[src/rtl/serial_7seg_receiver.sv]
// rtl/serial_7seg_receiver.sv - shift-chain 7-segment frame receiver
// Optional segment decoder enabled by defining SEG_DECODE_EN.
module serial_7seg_receiver #(
  parameter int NUM_DIGITS  = 6,
  parameter int SYNC_STAGES = 2
) (
  input  logic                    i_clk,
  input  logic                    i_reset,
  input  logic                    i_en,
  input  logic                    i_serial_clk,
  input  logic                    i_serial_data,
  input  logic                    i_serial_latch,
  output logic [8*NUM_DIGITS-1:0] o_segments,
  output logic [4*NUM_DIGITS-1:0] o_digits,
  output logic [NUM_DIGITS-1:0]   o_dp,
  output logic [NUM_DIGITS-1:0]   o_decode_err,
  output logic                    o_frame_stb,
  output logic                    o_frame_err,
  output logic                    o_busy
);

  localparam int FRAME_BITS = 8 * NUM_DIGITS;
  localparam int CW         = $clog2(FRAME_BITS + 2);
  localparam logic [CW-1:0] CNT_FULL = CW'(FRAME_BITS);
  localparam logic [CW-1:0] CNT_SAT  = CW'(FRAME_BITS + 1);

  typedef enum logic [1:0] {ST_IDLE, ST_SHIFT, ST_OVERRUN} state_t;

  logic [SYNC_STAGES-1:0] sclk_sync_q, sclk_sync_d;
  logic [SYNC_STAGES-1:0] data_sync_q, data_sync_d;
  logic [SYNC_STAGES-1:0] latch_sync_q, latch_sync_d;
  logic                   sclk_prev_q, sclk_prev_d;
  logic                   latch_prev_q, latch_prev_d;

  state_t                 state_q, state_d;
  logic [CW-1:0]          cnt_q, cnt_d, cnt_shift;
  logic [FRAME_BITS-1:0]  shreg_q, shreg_d;
  logic [FRAME_BITS-1:0]  seg_q, seg_d;
  logic [4*NUM_DIGITS-1:0] digits_q, digits_d;
  logic [NUM_DIGITS-1:0]  dp_q, dp_d;
  logic [NUM_DIGITS-1:0]  derr_q, derr_d;
  logic                   stb_q, stb_d;
  logic                   ferr_q, ferr_d;

  logic                   sclk_s, data_s, latch_s;
  logic                   sclk_rise, latch_rise;
  logic [7:0]             byte_v;

`ifdef SEG_DECODE_EN
  // Returns {error, value}; dp bit is ignored by the caller.
  function automatic logic [4:0] seg_decode(input logic [6:0] seg);
    case (seg)
      7'h3F:   return 5'h00;
      7'h06:   return 5'h01;
      7'h5B:   return 5'h02;
      7'h4F:   return 5'h03;
      7'h66:   return 5'h04;
      7'h6D:   return 5'h05;
      7'h7D:   return 5'h06;
      7'h07:   return 5'h07;
      7'h7F:   return 5'h08;
      7'h6F:   return 5'h09;
      7'h00:   return 5'h0A;
      default: return 5'h1F;
    endcase
  endfunction
`endif

  assign sclk_s  = sclk_sync_q[SYNC_STAGES-1];
  assign data_s  = data_sync_q[SYNC_STAGES-1];
  assign latch_s = latch_sync_q[SYNC_STAGES-1];

  always_comb begin
    sclk_sync_d  = {sclk_sync_q[SYNC_STAGES-2:0], i_serial_clk};
    data_sync_d  = {data_sync_q[SYNC_STAGES-2:0], i_serial_data};
    latch_sync_d = {latch_sync_q[SYNC_STAGES-2:0], i_serial_latch};
    sclk_prev_d  = sclk_s;
    latch_prev_d = latch_s;
  end

  assign sclk_rise  = sclk_s & ~sclk_prev_q;
  assign latch_rise = latch_s & ~latch_prev_q;

  always_comb begin
    state_d   = state_q;
    cnt_d     = cnt_q;
    cnt_shift = cnt_q;
    shreg_d   = shreg_q;
    seg_d     = seg_q;
    digits_d  = digits_q;
    dp_d      = dp_q;
    derr_d    = derr_q;
    stb_d     = 1'b0;
    ferr_d    = 1'b0;
    byte_v    = '0;

    if (!i_en) begin
      state_d = ST_IDLE;
      cnt_d   = '0;
    end else begin
      // Shift first so a coincident latch sees the updated count.
      if (sclk_rise) begin
        shreg_d = {shreg_q[FRAME_BITS-2:0], data_s};
        if (cnt_q != CNT_SAT) cnt_shift = cnt_q + 1'b1;
      end
      cnt_d = cnt_shift;

      if (latch_rise) begin
        state_d = ST_IDLE;
        cnt_d   = '0;
        if (cnt_shift == CNT_FULL) begin
          stb_d = 1'b1;
          seg_d = shreg_d;
          for (int i = 0; i < NUM_DIGITS; i++) begin
            byte_v  = shreg_d[8*i +: 8];
            dp_d[i] = byte_v[7];
`ifdef SEG_DECODE_EN
            {derr_d[i], digits_d[4*i +: 4]} = seg_decode(byte_v[6:0]);
`endif
          end
        end else begin
          ferr_d = 1'b1;
        end
      end else if (sclk_rise) begin
        case (state_q)
          ST_IDLE:    state_d = ST_SHIFT;
          ST_SHIFT:   if (cnt_shift > CNT_FULL) state_d = ST_OVERRUN;
          ST_OVERRUN: state_d = ST_OVERRUN;
          default:    state_d = ST_IDLE;
        endcase
      end
    end
  end

  always_ff @(posedge i_clk or posedge i_reset) begin
    if (i_reset) begin
      sclk_sync_q  <= '0;
      data_sync_q  <= '0;
      latch_sync_q <= '0;
      sclk_prev_q  <= 1'b0;
      latch_prev_q <= 1'b0;
      state_q      <= ST_IDLE;
      cnt_q        <= '0;
      shreg_q      <= '0;
      seg_q        <= '0;
      digits_q     <= '0;
      dp_q         <= '0;
      derr_q       <= '0;
      stb_q        <= 1'b0;
      ferr_q       <= 1'b0;
    end else begin
      sclk_sync_q  <= sclk_sync_d;
      data_sync_q  <= data_sync_d;
      latch_sync_q <= latch_sync_d;
      sclk_prev_q  <= sclk_prev_d;
      latch_prev_q <= latch_prev_d;
      state_q      <= state_d;
      cnt_q        <= cnt_d;
      shreg_q      <= shreg_d;
      seg_q        <= seg_d;
      digits_q     <= digits_d;
      dp_q         <= dp_d;
      derr_q       <= derr_d;
      stb_q        <= stb_d;
      ferr_q       <= ferr_d;
    end
  end

  assign o_segments   = seg_q;
  assign o_digits     = digits_q;
  assign o_dp         = dp_q;
  assign o_decode_err = derr_q;
  assign o_frame_stb  = stb_q;
  assign o_frame_err  = ferr_q;
  assign o_busy       = (state_q != ST_IDLE);

endmodule

[config.mk]
export PLATFORM = sky130hd
export DESIGN_NAME = serial_7seg_receiver
export DESIGN_NICKNAME = d
export VERILOG_FILES = /design/src/rtl/serial_7seg_receiver.sv
export SDC_FILE = /design/constraint.sdc
export NUM_CORES = 1
export LEC_CHECK = 0
export BUFFER_PORTS_ARGS = -buffer_cell sky130_fd_sc_hd__buf_2
export CAP_MARGIN = 25
export CORE_MARGIN = 10
export CORE_UTILIZATION = 46
export DETAILED_ROUTE_END_ITERATION = 6
export GPL_ROUTABILITY_DRIVEN = 1
export GPL_TIMING_DRIVEN = 0
export PLACE_DENSITY_LB_ADDON = 0.1
export SLEW_MARGIN = 25
export SYNTH_ARGS = -nofsm -noshare
export SYNTH_HDL_FRONTEND = slang
export SYNTH_SLANG_ARGS = --single-unit
[constraint.sdc]
create_clock -name i_clk -period 11.84 [get_ports i_clk]
set_input_delay 2.368 -clock i_clk [delete_from_list [all_inputs] [get_ports i_clk]]
set_output_delay 2.368 -clock i_clk [all_outputs]
set_load 0.005 [all_outputs]
==> results.ini <==
[detailed_routing]
final_antenna_net_count = 0
vias = 3359
avgViaCountPerCell = 4.83
drcViolationCount = 0
drt_wl_total_um = 10300
wl_per_cell_um = 14.8
drtIter0Drc = 146
first_pass_iters = 4

[sta]
hold_violations = 0
timing.fmax_mhz = 275
finClkSkew_ns = 0.00695
drv_slew = 0
worst_pin_slew_ns = 0.756
fin_crit_ns = 3.63
relSlewSlack_pct = 49.6
period_share_pct = 30.7
rsz0062_at_grt = no
setup_viol = 0
fin_tns_setup_ns = 0

[placement]
dp_cells = 667
detailed_place_hpwl_um = 7320
gp_congestion = 0.721
numPortBuffers = 62

[logic_synthesis]
yosys_warnings = 0
synth-edff-count = 0
avgSynthCellArea_um2 = 11.8
netlist_area_um2 = 5140
yosysUniqueCellTypes = 38
synth_cells = 435
async_flop_share_pct = 100
ys_seq_elements = 114
synth_seq_area_share_pct = 55.5
synth_flop_cell = dfrtp_1

[setup_path]
cp.arrival_ns = 1.26
endpoint_kind = output port
worst_path_most_repeated_cell = inv_1
slowest_delay_ns = 0.39
cp_max_fo = 3
cp-start-kind = flip-flop
path_class = reg2out
r2r_slack_ns = 9.29
path_cells = inv_1 -> ha_1 -> inv_1 -> buf_2
crit_required_ns = 9.47
path_delay_family = flip-flops
crit_slowest_cell = dfrtp_1
path_buf_inv = 3

[clock_network]
htreeDepth = 4
cts_buffers = 17
cts_max_path_buffers = 2
hold_buffers = 0
cts_resized = 0
postCtsSetupRepairBufs = 0
cts-root-buf = clkbuf_8
numClockSinks = 114
insertion_delay_ns = 0.51
cts_tree = done
clkTransAtPathRegs_ns = 0.05

[worst_hold_path]
hold_class = reg2reg

[job]
maxCapViolations = 0

[floorplan]
rows = 38
start_util_pct = 47.2
io_pins = 93
die_h_um = 126
coreArea_um2 = 10900
die_w_um = 126
die-area_um2 = 15800

[grt]
met1_usage_pct = 15.9
grt-busiest-layer = met2
antenna_found_initial = 0
grt_max_degree = 63
grt_pass1_wl_um = 17200
use_met3_pct = 4.15
first_global_vias = 3415
met2_usage_pct = 21.7
grtUsageTotal_pct = 13.4
grt.overflow.total = 0

[layout]
fillCellCount = 941
fin_nets = 556
area_delta_synth_final_pct = 22.7
diodes = 0
drive_above_1_share_pct = 34.2
layout.cells.non_filler = 696

[power_and_ir_drop]
power_uw = 944
p_leak_nw = 3.28
vdd_drop_max_v = 0.0000781
p_per_area_nw_per_um2 = 150

[status]
status = finished clean

## synthesized netlist by cell type, types with 2 or more instances
cell type / count / area share (%)
ha_1: 4 / 0.97
dfrtp_1: 114 / 56
inv_1: 8 / 0.58
xnor2_1: 2 / 0.34
nand3_1: 2 / 0.19
o21ai_1: 29 / 2.8
mux2i_1: 50 / 9.7
buf_6: 4 / 0.88
buf_4: 36 / 5.3
o21ai_0: 20 / 1.9
or3_1: 4 / 0.49
a21oi_1: 3 / 0.29
nand2_1: 59 / 4.3
nor2_1: 10 / 0.73
mux2_2: 48 / 11
buf_2: 7 / 0.68
and2_1: 2 / 0.24
clkbuf_1: 12 / 0.88
nand2b_1: 2 / 0.24
## worst reg2reg max path, cell delays in order, from the launching register on
cell and delay, ns:
dfrtp_1 0.43, inv_1 0.10, ha_1 0.30, inv_1 0.06, or4_1 0.51, o311ai_1 0.18, nand4_4 0.30, clkbuf_1 0.33
nand2_1 0.15, o21ai_0 0.09
## path summary, 6_finish.rpt
kind / startpoint / end / depth (start not counted)
min reg2reg: data_sync_q[0]$_DFF_PP0_ / data_sync_q[1]$_DFF_PP0_ / 0
max: state_q[0]$_DFFE_PP0P_ / o_busy / 4
max in group asynchronous: i_reset / cnt_q[5]$_DFF_PP0_ / 3
min in group asynchronous: i_reset / o_segments[20]$_DFFE_PP0P_ / 2
min: data_sync_q[0]$_DFF_PP0_ / data_sync_q[1]$_DFF_PP0_ / 0
max reg2reg: cnt_q[1]$_DFF_PP0_ / o_segments[47]$_DFFE_PP0P_ / 9
## registers in the layout, indices dropped and copies added (netlist names)
signal,flops
o_segments,48
latch_sync_q,2
sclk_prev_q,1
data_sync_q,2
o_frame_stb,1
latch_prev_q,1
state_q,2
shreg_q,48
o_frame_err,1
sclk_sync_q,2
cnt_q,6
## cells by family after synthesis
family                     count (synthesis)  share of synthesized area, %
other                                      1                        0.0730
muxes                                     98                          20.3
and+or+nand+nor                           86                          7.52
DFF                                      114                          55.5
AOI/OAI and AO/OA                         62                          6.89
adders and majority gates                  4                         0.974
xor gates and xnor gates                   3                         0.511
buffers and inverters                     67                          8.28
## area by class of cell
class | count | area, µm² | share of cell area (%)
Inverter | 8 | 35.0 | 0.555
Multi-Input combinational cell | 283 | 1970 | 31.2
Clock buffer | 23 | 487 | 7.72
Tap cell | 140 | 175 | 2.78
Buffer | 59 | 395 | 6.27
Timing Repair Buffer | 63 | 338 | 5.36
Sequential cell | 114 | 2850 | 45.2
Clock inverter | 6 | 55.1 | 0.873
## power breakdown
part           internal (mW)  switching, mW
sequential             0.405         0.0141
combinational         0.0312         0.0304
clock                  0.300          0.163
## cells in the final DEF (no fill, tap or decap), types with 10 or more instances in the layout
cell type / synthesis / routed
dfrtp_1: 114 / 114
buf_2: 7 / 69
nand2_1: 59 / 59
mux2i_1: 50 / 50
mux2_2: 48 / 48
buf_4: 36 / 36
conb_1: 1 / 30
o21ai_1: 29 / 29
o21ai_0: 20 / 20
clkbuf_16: 0 / 16
clkbuf_1: 12 / 13
nor2_1: 10 / 10
## routing by layer
metal | part of all wire [%] | wire length, µm
met1 | 44 | 4540
met2 | 48 | 4940
met3 | 6.2 | 635
met4 | 1.8 | 183
met5 | 0 | 0
## through the flow
step	setup WS (ns)	area, µm²	hold slack, ns	util [%]
finish	8.21	6310	0.347	57.9
global route	8.14	6310	0.357	57.9
CTS	8.17	6310	0.346	57.9
detailed placement	7.93	5770	0.335	53.0
global placement	5.20	5730	0.336	52.7
floorplan	6.46	5250	0.331	-
Power figures use the tool's default switching activity.
